<file path="src/rtl/sccb_cmd_arbiter.sv">
// sccb_cmd_arbiter
//   Shares one SCCB register-write master between two requesters:
//   port 0 (boot-time camera init sequencer) and port 1 (runtime
//   reconfiguration). One addr/data write is arbitrated, latched and driven
//   through the master's ready/busy handshake at a time. The reserved pair
//   {DelayAddr, DelayData} is not written to the bus; it becomes a timed
//   wait of DelayCycles clocks instead.
//
//   Optional macro SCCB_RR_EN: round-robin arbitration between the two
//   ports (default build: fixed priority, port 0 wins a tie).
//
// Ports:
//   CLK, RST          clock, synchronous active-high reset
//   i_req[1:0]        per-port request, held until the matching o_ack bit
//   i_addr0/i_data0   port 0 register address/data
//   i_addr1/i_data1   port 1 register address/data
//   o_ack[1:0]        1-cycle pulse: that port's command was latched
//   o_done[1:0]       1-cycle pulse: that port's command finished
//   o_error           1-cycle pulse: master never accepted, command dropped
//   o_busy            high while the FSM is not IDLE
//   o_grant           port id owning the current command
//   o_sccb_addr/data  latched command towards the SCCB master
//   o_sccb_ready      command-valid towards the SCCB master
//   i_sccb_busy       SCCB master busy
//
// State | meaning
// IDLE  | waiting for a request while the master is idle
// ISSUE | o_sccb_ready high, waiting for the master to raise busy
// RUN   | master accepted, waiting for busy to fall
// DELAY | delay token latched, counting DelayCycles

module sccb_cmd_arbiter #(
  parameter int unsigned DelayCycles   = 500_000,
  parameter int unsigned AcceptTimeout = 1024,
  parameter logic [7:0]  DelayAddr     = 8'hFF,
  parameter logic [7:0]  DelayData     = 8'hFF
) (
  input  logic       CLK,
  input  logic       RST,
  input  logic [1:0] i_req,
  input  logic [7:0] i_addr0,
  input  logic [7:0] i_data0,
  input  logic [7:0] i_addr1,
  input  logic [7:0] i_data1,
  output logic [1:0] o_ack,
  output logic [1:0] o_done,
  output logic       o_error,
  output logic       o_busy,
  output logic       o_grant,
  output logic [7:0] o_sccb_addr,
  output logic [7:0] o_sccb_data,
  output logic       o_sccb_ready,
  input  logic       i_sccb_busy
);

  localparam int unsigned TMax = (DelayCycles > AcceptTimeout) ? DelayCycles : AcceptTimeout;
  localparam int TW = $clog2(TMax) + 1;
  localparam logic [TW-1:0] DelayLast  = TW'(DelayCycles - 1);
  localparam logic [TW-1:0] AcceptLast = TW'(AcceptTimeout - 1);

  localparam logic [1:0] IDLE  = 2'd0;
  localparam logic [1:0] ISSUE = 2'd1;
  localparam logic [1:0] RUN   = 2'd2;
  localparam logic [1:0] DELAY = 2'd3;

  logic [1:0]    state;
  logic [TW-1:0] timer;
  logic          win;
  logic [7:0]    sel_addr;
  logic [7:0]    sel_data;

`ifdef SCCB_RR_EN
  logic last_served;

  // On a tie the port that was not served last wins; a lone requester always wins.
  always_comb begin
    win = 1'b0;
    if (i_req[0] && i_req[1]) win = ~last_served;
    else                      win = ~i_req[0];
  end
`else
  always_comb begin
    win = ~i_req[0];
  end
`endif

  assign sel_addr = win ? i_addr1 : i_addr0;
  assign sel_data = win ? i_data1 : i_data0;

  always_ff @(posedge CLK) begin
    if (RST) begin
      state        <= IDLE;
      timer        <= '0;
      o_ack        <= '0;
      o_done       <= '0;
      o_error      <= 1'b0;
      o_busy       <= 1'b0;
      o_grant      <= 1'b0;
      o_sccb_addr  <= '0;
      o_sccb_data  <= '0;
      o_sccb_ready <= 1'b0;
`ifdef SCCB_RR_EN
      last_served  <= 1'b1;
`endif
    end else begin
      o_ack   <= '0;
      o_done  <= '0;
      o_error <= 1'b0;
      case (state)
        IDLE: begin
          if ((|i_req) && !i_sccb_busy) begin
            o_sccb_addr <= sel_addr;
            o_sccb_data <= sel_data;
            o_grant     <= win;
            o_ack       <= win ? 2'b10 : 2'b01;
            o_busy      <= 1'b1;
            timer       <= '0;
`ifdef SCCB_RR_EN
            last_served <= win;
`endif
            if (sel_addr == DelayAddr && sel_data == DelayData) begin
              state <= DELAY;
            end else begin
              state        <= ISSUE;
              o_sccb_ready <= 1'b1;
            end
          end
        end
        ISSUE: begin
          // o_sccb_ready is always high here, so busy alone means accepted.
          if (i_sccb_busy) begin
            o_sccb_ready <= 1'b0;
            state        <= RUN;
          end else if (timer == AcceptLast) begin
            o_sccb_ready <= 1'b0;
            o_error      <= 1'b1;
            o_busy       <= 1'b0;
            state        <= IDLE;
          end else begin
            timer <= timer + 1'b1;
          end
        end
        RUN: begin
          if (!i_sccb_busy) begin
            o_done <= o_grant ? 2'b10 : 2'b01;
            o_busy <= 1'b0;
            state  <= IDLE;
          end
        end
        DELAY: begin
          if (timer == DelayLast) begin
            o_done <= o_grant ? 2'b10 : 2'b01;
            o_busy <= 1'b0;
            state  <= IDLE;
          end else begin
            timer <= timer + 1'b1;
          end
        end
        default: state <= IDLE;
      endcase
    end
  end

endmodule
</file>
<file path="config.mk">
export PLATFORM = sky130hd
export DESIGN_NAME = sccb_cmd_arbiter
export DESIGN_NICKNAME = d
export VERILOG_FILES = /design/src/rtl/sccb_cmd_arbiter.sv
export SDC_FILE = /design/constraint.sdc
export NUM_CORES = 1
export LEC_CHECK = 0
export CAP_MARGIN = 30
export CORE_ASPECT_RATIO = 1.4
export CORE_MARGIN = 4
export CORE_UTILIZATION = 50
export CTS_BUF_LIST = sky130_fd_sc_hd__clkbuf_4
export CTS_CLUSTER_DIAMETER = 50
export DETAILED_ROUTE_END_ITERATION = 7
export GPL_TIMING_DRIVEN = 0
export MAX_ROUTING_LAYER = met4
export PLACE_DENSITY = 0.82
export SETUP_SLACK_MARGIN = 0.2
export SYNTH_ARGS = -nofsm -noshare
export SYNTH_HDL_FRONTEND = slang
export SYNTH_SLANG_ARGS = --single-unit
</file>
<file path="constraint.sdc">
create_clock -name CLK -period 2.9 [get_ports CLK]
set_input_delay 0.29 -clock CLK [delete_from_list [all_inputs] [get_ports CLK]]
set_output_delay 0.29 -clock CLK [all_outputs]
set_load 0.02 [all_outputs]
</file>
==> results.md, run 1 <==
### Run status
* run status: finished, final reports clean

### Synthesis
* cell area after synthesis: 2370 sq um
* fraction of synthesized cell area in xor and xnor cells: 0%
* Async S/R FF share, synth: 0%
* number of nets in the synthesized netlist: 335
* number of cells produced by synthesis: 297
* synthesized area per cell: 7.97 sq um
* dominant combinational cell family by area after synthesis: simple AND/OR/NAND/NOR gates
* post-synthesis simple-gate area fraction: 31.1%
* leading area contributor after synthesis: sky130_fd_sc_hd__dfxtp_1
* number of synthesized flops with an enable pin: 0
* area share of the largest cell type after synthesis: 38.9%
* compound-cell area share of the yosys netlist: 18.7%
* post-synth cell types: 45
* sequential fraction of the synthesis area: 38.9%
* Yosys warning count: 0
* largest cells by area after synthesis: sky130_fd_sc_hd__dfxtp_1, sky130_fd_sc_hd__nor2_1, sky130_fd_sc_hd__mux2i_1
* Adder-Cell Fraction of Synth Area: 0.528%
* flip-flop cell with the highest count after synthesis: sky130_fd_sc_hd__dfxtp_1
* synthesis-stage register bit count: 46
* multiplexer area fraction after synthesis: 5.49%

### STA
* max frequency: 396 MHz
* number of pins with negative max-slew slack in the final report: 0
* Hold Violations, Final: 0
* RSZ-0062 raised after global routing: false
* final setup violation count: 0
* slew at the pin closest to its max-slew limit: 612 ps
* minimum clock period after layout: 2530 ps
* share of the clock period used by the worst path: 87.1%
* final worst-path setup slack: 373 ps
* final total negative setup slack: 0 ps
* normalized max-slew margin: 59.2%
* final-layout worst hold slack: 271 ps
* final setup skew: 11.3 ps

### Worst setup path
* data required time of the critical path: 3200 ps
* crit path capture type: flop
* total buffers and inverters traversed by the critical path: 3
* Critical Setup Path Class: reg -> reg
* maximum fanout along the worst path: 10
* arrival time reported for the critical path endpoint: 2830 ps
* CP max stage cell: sky130_fd_sc_hd__or4_1
* CP delay by family, top: simple AND/OR/NAND/NOR gates
* sort of element at the start of the critical path: flop
* CP Cell Sequence: or4_1 > nor4_2 > a31o_2 > buf_2 > or2_1 > buf_4 > buf_4 > nand2_1 > a31oi_1
* most used cell along the critical path: sky130_fd_sc_hd__buf_4
* longest individual stage delay on the worst path: 590 ps

### Drt
* via density per instance: 5.85
* drt pass-1 iters: 4
* final routed wirelength across all metal layers: 6560 um
* ANT nets after route: 0
* vias post-DR: 2485
* violation count after the first detailed-routing iteration: 171
* DR WL/cell: 15.4 um
* # DRC: 0

### Floorplan
* die area: 5920 sq um
* x dimension of the die: 66.2 um
* core outline area: 4570 sq um
* DIE HEIGHT: 89.4 um
* num ports: 61
* cell row count: 29
* Starting Density: 51.8%

### Clock network
* CTS Sinks: 46
* CTS clock-pin slew for the worst setup and hold paths: 150 ps
* number of buffers inserted by hold repair at cts: 0
* H-tree depth reported by CTS: 2
* worst-case clock buffer depth: 2
* root cell of the clock tree: sky130_fd_sc_hd__clkbuf_4
* TritonCTS clock tree: built
* later-pin clock latency in the skew report: 370 ps
* TritonCTS buffer count: 5

### Finish
* fraction of layout instances using a drive strength above 1: 6.06%
* share of the core filled with cells: 68.0%
* most common cell after layout, fill and taps aside: sky130_fd_sc_hd__clkdlybuf4s50_1
* layout-stage area growth over the synthesis result: 31.3%
* number of nets in the layout: 400
* non-filler instance count after layout: 425
* commonest cells after routing, fill and taps aside: sky130_fd_sc_hd__clkdlybuf4s50_1, sky130_fd_sc_hd__dfxtp_1, sky130_fd_sc_hd__nor2_1, sky130_fd_sc_hd__nand2_1, sky130_fd_sc_hd__nand3_1
* count of antenna diodes in the layout: 0

### Pwr
* P per Cell Area: 463 nW/um^2
* power spent charging and discharging nets: 0.431 mW
* Comb pwr share: 24.3%
* portion of total power attributed to the clock network: 28.2%
* maximum resistive drop on vdd: 0.000226 V
* cell-internal power: 1.01 mW
* sequential share of power: 47.6%
* leakage component of the power: 1.04 nW
* switching part of the total: 30.0%

### Placement
* number of port buffers: 58
* pre-CTS setup slack: 283 ps
* routability cong.: 1.01
* DPL Wire Length: 5110 um
* cell total after placement: 417

### Global route
* pin count of the biggest net entering global routing: 16
* antenna violations before repair: 0
* via count of the first global-routing pass: 2324
* global-route wire length before repair: 10300 um
* total routing resource utilization after global routing: 23.5%
* total congestion overflow: 0

### Worst hold path
* worst min-delay path class: in -> reg

### Job
* number of maximum-capacitance violations: 0

tightest hold or removal path: cells and delay by family:
| kind | cells | cell delay, ps |
|---|---|---|
| buffers and inverters | 1 | 150 |
| AOI/OAI and AO/OA | 1 | 90 |
| and+or+nand+nor | 1 | 90 |
cells in the mapped netlist (6+ instances only):
| cell type | count |
|---|---|
| sky130_fd_sc_hd__a211oi_1 | 14 |
| sky130_fd_sc_hd__a21oi_1 | 16 |
| sky130_fd_sc_hd__a31oi_1 | 7 |
| sky130_fd_sc_hd__clkbuf_1 | 13 |
| sky130_fd_sc_hd__dfxtp_1 | 46 |
| sky130_fd_sc_hd__inv_1 | 8 |
| sky130_fd_sc_hd__mux2i_1 | 13 |
| sky130_fd_sc_hd__nand2_1 | 23 |
| sky130_fd_sc_hd__nand3_1 | 22 |
| sky130_fd_sc_hd__nand4_1 | 7 |
| sky130_fd_sc_hd__nor2_1 | 37 |
| sky130_fd_sc_hd__nor3_1 | 13 |
| sky130_fd_sc_hd__o21ai_0 | 10 |
| sky130_fd_sc_hd__o32ai_1 | 6 |
registers in the layout (all words and copies together) (netlist names):
signal and count:
o_sccb_data 8, timer 20, o_done 2, o_error 1, o_sccb_addr 8, o_busy 1
o_grant 1, state 2, o_ack 2, o_sccb_ready 1
metrics by stage:
step	area, sq um	power [mW]
finish	3110	1.44
global route	3110	1.50
CTS	3110	1.45
detailed placement	3030	1.05
global placement	3030	1.04
floorplan	2370	0.885
layer usage:
layer  wire, um  vias to the layer above  share of wire (%)  track usage [%]
li1           -                     1226                  -                -
met1       2520                     1132                 38             23.1
met2       3280                      105                 50             41.6
met3        541                       22                8.2             7.42
met4        225                        0                3.4             10.9
met5          0                        -                  0                -
path summary, 6_finish.rpt:
path	slack [ps]	from	cells past startpoint	to
setup / recovery	370	timer[10]$_SDFFE_PP0P_	9	timer[8]$_SDFFE_PP0P_
hold / removal	270	i_req[0]	3	o_sccb_addr[3]$_SDFFE_PP0P_
setup reg to reg	370	timer[10]$_SDFFE_PP0P_	9	timer[8]$_SDFFE_PP0P_
hold reg to reg	490	o_busy$_SDFFE_PP0P_	2	o_busy$_SDFFE_PP0P_
cell type report:
type	instances	area [sq um]
Sequential cell	46	921
Fill cell	406	1460
Inverter	8	30.0
Multi-Input combinational cell	221	1320
Clock inverter	3	43.8
Buffer	22	96.3
Clock buffer	5	37.5
Tap cell	62	77.6
Timing Repair Buffer	58	581
power by group through the flow:
stage	registers, mW	clock network, mW	logic [mW]
after floorplan	0.734	0	0.152
after global placement	0.697	0	0.345
after detailed placement	0.698	0	0.349
after CTS	0.684	0.411	0.350
after global routing	0.689	0.437	0.376
final	0.684	0.405	0.350
kinds of logic after synthesis:
group | after synthesis
AND/OR/NAND/NOR | 141
AO/OA/AOI/OAI | 66
flip-flops | 46
buffers and inverters | 30
multiplexers | 13
adder cells (fa/ha/maj) | 1
repair_timing:
action,in CTS,in global routing
setup buffers,0,0
endpoints found under the setup margin,0,3
hold endpoints to repair,0,0
resized for setup,0,2
Note: power is estimated with default switching activity, not from simulation.
==> run 2: changes to the inputs <==
--- a/config.mk
+++ b/config.mk
@@ -8,13 +8,13 @@
 export CAP_MARGIN = 30
 export CORE_ASPECT_RATIO = 1.4
 export CORE_MARGIN = 4
-export CORE_UTILIZATION = 50
+export CORE_UTILIZATION = 40
 export CTS_BUF_LIST = sky130_fd_sc_hd__clkbuf_4
 export CTS_CLUSTER_DIAMETER = 50
 export DETAILED_ROUTE_END_ITERATION = 7
 export GPL_TIMING_DRIVEN = 0
 export MAX_ROUTING_LAYER = met4
-export PLACE_DENSITY = 0.82
+export PLACE_DENSITY = 0.68
 export SETUP_SLACK_MARGIN = 0.2
 export SYNTH_ARGS = -nofsm -noshare
 export SYNTH_HDL_FRONTEND = slang
==> results.md, run 2 (synthesis gave the netlist of run 1 again) <==
### Pwr
* P per Cell Area: 438 nW/um^2
* leakage component of the power: 1.02 nW
* maximum resistive drop on vdd: 0.000198 V

### Clock network
* root cell of the clock tree: sky130_fd_sc_hd__clkbuf_4
* CTS Sinks: 46
* worst-case clock buffer depth: 2
* later-pin clock latency in the skew report: 370 ps
* CTS clock-pin slew for the worst setup and hold paths: 150 ps
* TritonCTS buffer count: 5
* number of buffers inserted by hold repair at cts: 0
* TritonCTS clock tree: built
* H-tree depth reported by CTS: 2
* post-CTS repair timing setup buffer count: 0

### Finish
* flip-flop count of the largest register, all copies and words added: 20
* most common cell after layout, fill and taps aside: sky130_fd_sc_hd__clkdlybuf4s50_1
* register bank with the most flops: timer
* count of antenna diodes in the layout: 0
* layout-stage area growth over the synthesis result: 30.8%
* number of nets in the layout: 400
* fraction of layout instances using a drive strength above 1: 6.06%
* commonest cells after routing, fill and taps aside: sky130_fd_sc_hd__clkdlybuf4s50_1, sky130_fd_sc_hd__dfxtp_1, sky130_fd_sc_hd__nor2_1, sky130_fd_sc_hd__nand2_1, sky130_fd_sc_hd__nand3_1
* biggest regs: timer: 20 flops, o_sccb_addr: 8 flops, o_sccb_data: 8 flops
* share of the core filled with cells: 54.9%

### Run status
* run status: finished, final reports clean

### Floorplan
* Starting Density: 42.0%
* cell row count: 32
* die area: 7230 sq um
* num ports: 61
* DIE HEIGHT: 99.1 um
* x dimension of the die: 73.0 um
* core outline area: 5650 sq um

### Placement
* DPL Wire Length: 5170 um
* routability cong.: 0.938
* number of port buffers: 58

### Worst setup path
* maximum fanout along the worst path: 10
* data required time of the critical path: 3180 ps
* arrival time reported for the critical path endpoint: 2800 ps
* sort of element at the start of the critical path: flop
* Critical Setup Path Class: reg -> reg
* crit path capture type: flop

### STA
* minimum clock period after layout: 2520 ps
* max frequency: 397 MHz
* final total negative setup slack: 0 ps
* final setup skew: 15.8 ps
* normalized max-slew margin: 57.1%
* share of the clock period used by the worst path: 86.9%
* number of pins with negative max-slew slack in the final report: 0
* Hold Violations, Final: 0
* slew at the pin closest to its max-slew limit: 643 ps
* RSZ-0062 raised after global routing: false
* final setup violation count: 0

### Global route
* total routing resource utilization after global routing: 19.5%
* global-route wire length before repair: 11000 um
* total congestion overflow: 0
* via count of the first global-routing pass: 2366
* pin count of the biggest net entering global routing: 16
* antenna violations before repair: 0

### Drt
* via density per instance: 5.74
* final routed wirelength across all metal layers: 6810 um
* # DRC: 0
* ANT nets after route: 0
* vias post-DR: 2476
* DR WL/cell: 15.8 um
* violation count after the first detailed-routing iteration: 107
* drt pass-1 iters: 5

### Job
* number of maximum-capacitance violations: 0

### Worst hold path
* worst min-delay path class: in -> reg

-- run 2: layout make-up --
cell class                      count  area (sq um)
Inverter                            8          30.0
Sequential cell                    46           921
Tap cell                           68          85.1
Buffer                             22          96.3
Timing Repair Buffer               58           581
Multi-Input combinational cell    221          1330
Clock inverter                      3          20.0
Clock buffer                        5          37.5
Fill cell                         542          2550
-- run 2: power by group --
part           switching [mW]  internal [mW]
sequential             0.0191          0.667
clock                   0.226         0.0951
combinational           0.192          0.158
-- run 2: layer usage --
| layer | part of all wire [%] | GRT usage [%] | up-vias |
|---|---|---|---|
| li1 | - | - | 1226 |
| met1 | 42 | 21.8 | 1150 |
| met2 | 49 | 32.2 | 80 |
| met3 | 6.0 | 4.90 | 20 |
| met4 | 3.4 | 8.24 | 0 |
| met5 | 0 | - | - |
-- run 2: path summary, 6_finish.rpt --
check / start / end / slack [ps] / cells past startpoint
setup / recovery: timer[10]$_SDFFE_PP0P_ / timer[12]$_SDFFE_PP0P_ / 380 / 7
hold / removal: i_req[0] / o_sccb_addr[3]$_SDFFE_PP0P_ / 280 / 3
setup reg to reg: timer[10]$_SDFFE_PP0P_ / timer[12]$_SDFFE_PP0P_ / 380 / 7
hold reg to reg: o_busy$_SDFFE_PP0P_ / o_busy$_SDFFE_PP0P_ / 490 / 2
-- run 2: worst max-delay path, stage by stage, from the launching register on --
cell	delay [ps]
sky130_fd_sc_hd__dfxtp_1	370
sky130_fd_sc_hd__or4_1	590
sky130_fd_sc_hd__nor4_2	380
sky130_fd_sc_hd__a31o_2	210
sky130_fd_sc_hd__buf_2	210
sky130_fd_sc_hd__nor2_1	170
sky130_fd_sc_hd__clkbuf_2	240
sky130_fd_sc_hd__o32ai_1	250
-- run 2: per-stage QoR --
stage	hold WS (ps)	area (sq um)	cells	setup slack (ps)	power, mW
floorplan	404	2370	297	645	0.885
detailed placement	481	3030	423	258	1.05
global route	289	3100	431	228	1.42
finish	277	3100	431	381	1.36
CTS	267	3090	431	310	1.36
global placement	475	3030	423	287	1.05
-- run 2: timing repair --
| action | in CTS | in global routing |
|---|---|---|
| resized for setup | 0 | 3 |
| setup endpoints to repair | 0 | 14 |
| endpoints found under the hold margin | 0 | 0 |
==> run 3: changes to the inputs <==
--- a/config.mk
+++ b/config.mk
@@ -5,7 +5,6 @@
 export SDC_FILE = /design/constraint.sdc
 export NUM_CORES = 1
 export LEC_CHECK = 0
-export CAP_MARGIN = 30
 export CORE_ASPECT_RATIO = 1.4
 export CORE_MARGIN = 4
 export CORE_UTILIZATION = 40
@@ -13,9 +12,11 @@
 export CTS_CLUSTER_DIAMETER = 50
 export DETAILED_ROUTE_END_ITERATION = 7
 export GPL_TIMING_DRIVEN = 0
+export HOLD_SLACK_MARGIN = 0.12
 export MAX_ROUTING_LAYER = met4
 export PLACE_DENSITY = 0.68
 export SETUP_SLACK_MARGIN = 0.2
+export SKIP_LAST_GASP = 1
 export SYNTH_ARGS = -nofsm -noshare
 export SYNTH_HDL_FRONTEND = slang
 export SYNTH_SLANG_ARGS = --single-unit
==> results of run 3 <==
Same layout as run 2: the final DEF is identical, and so are final timing and power.
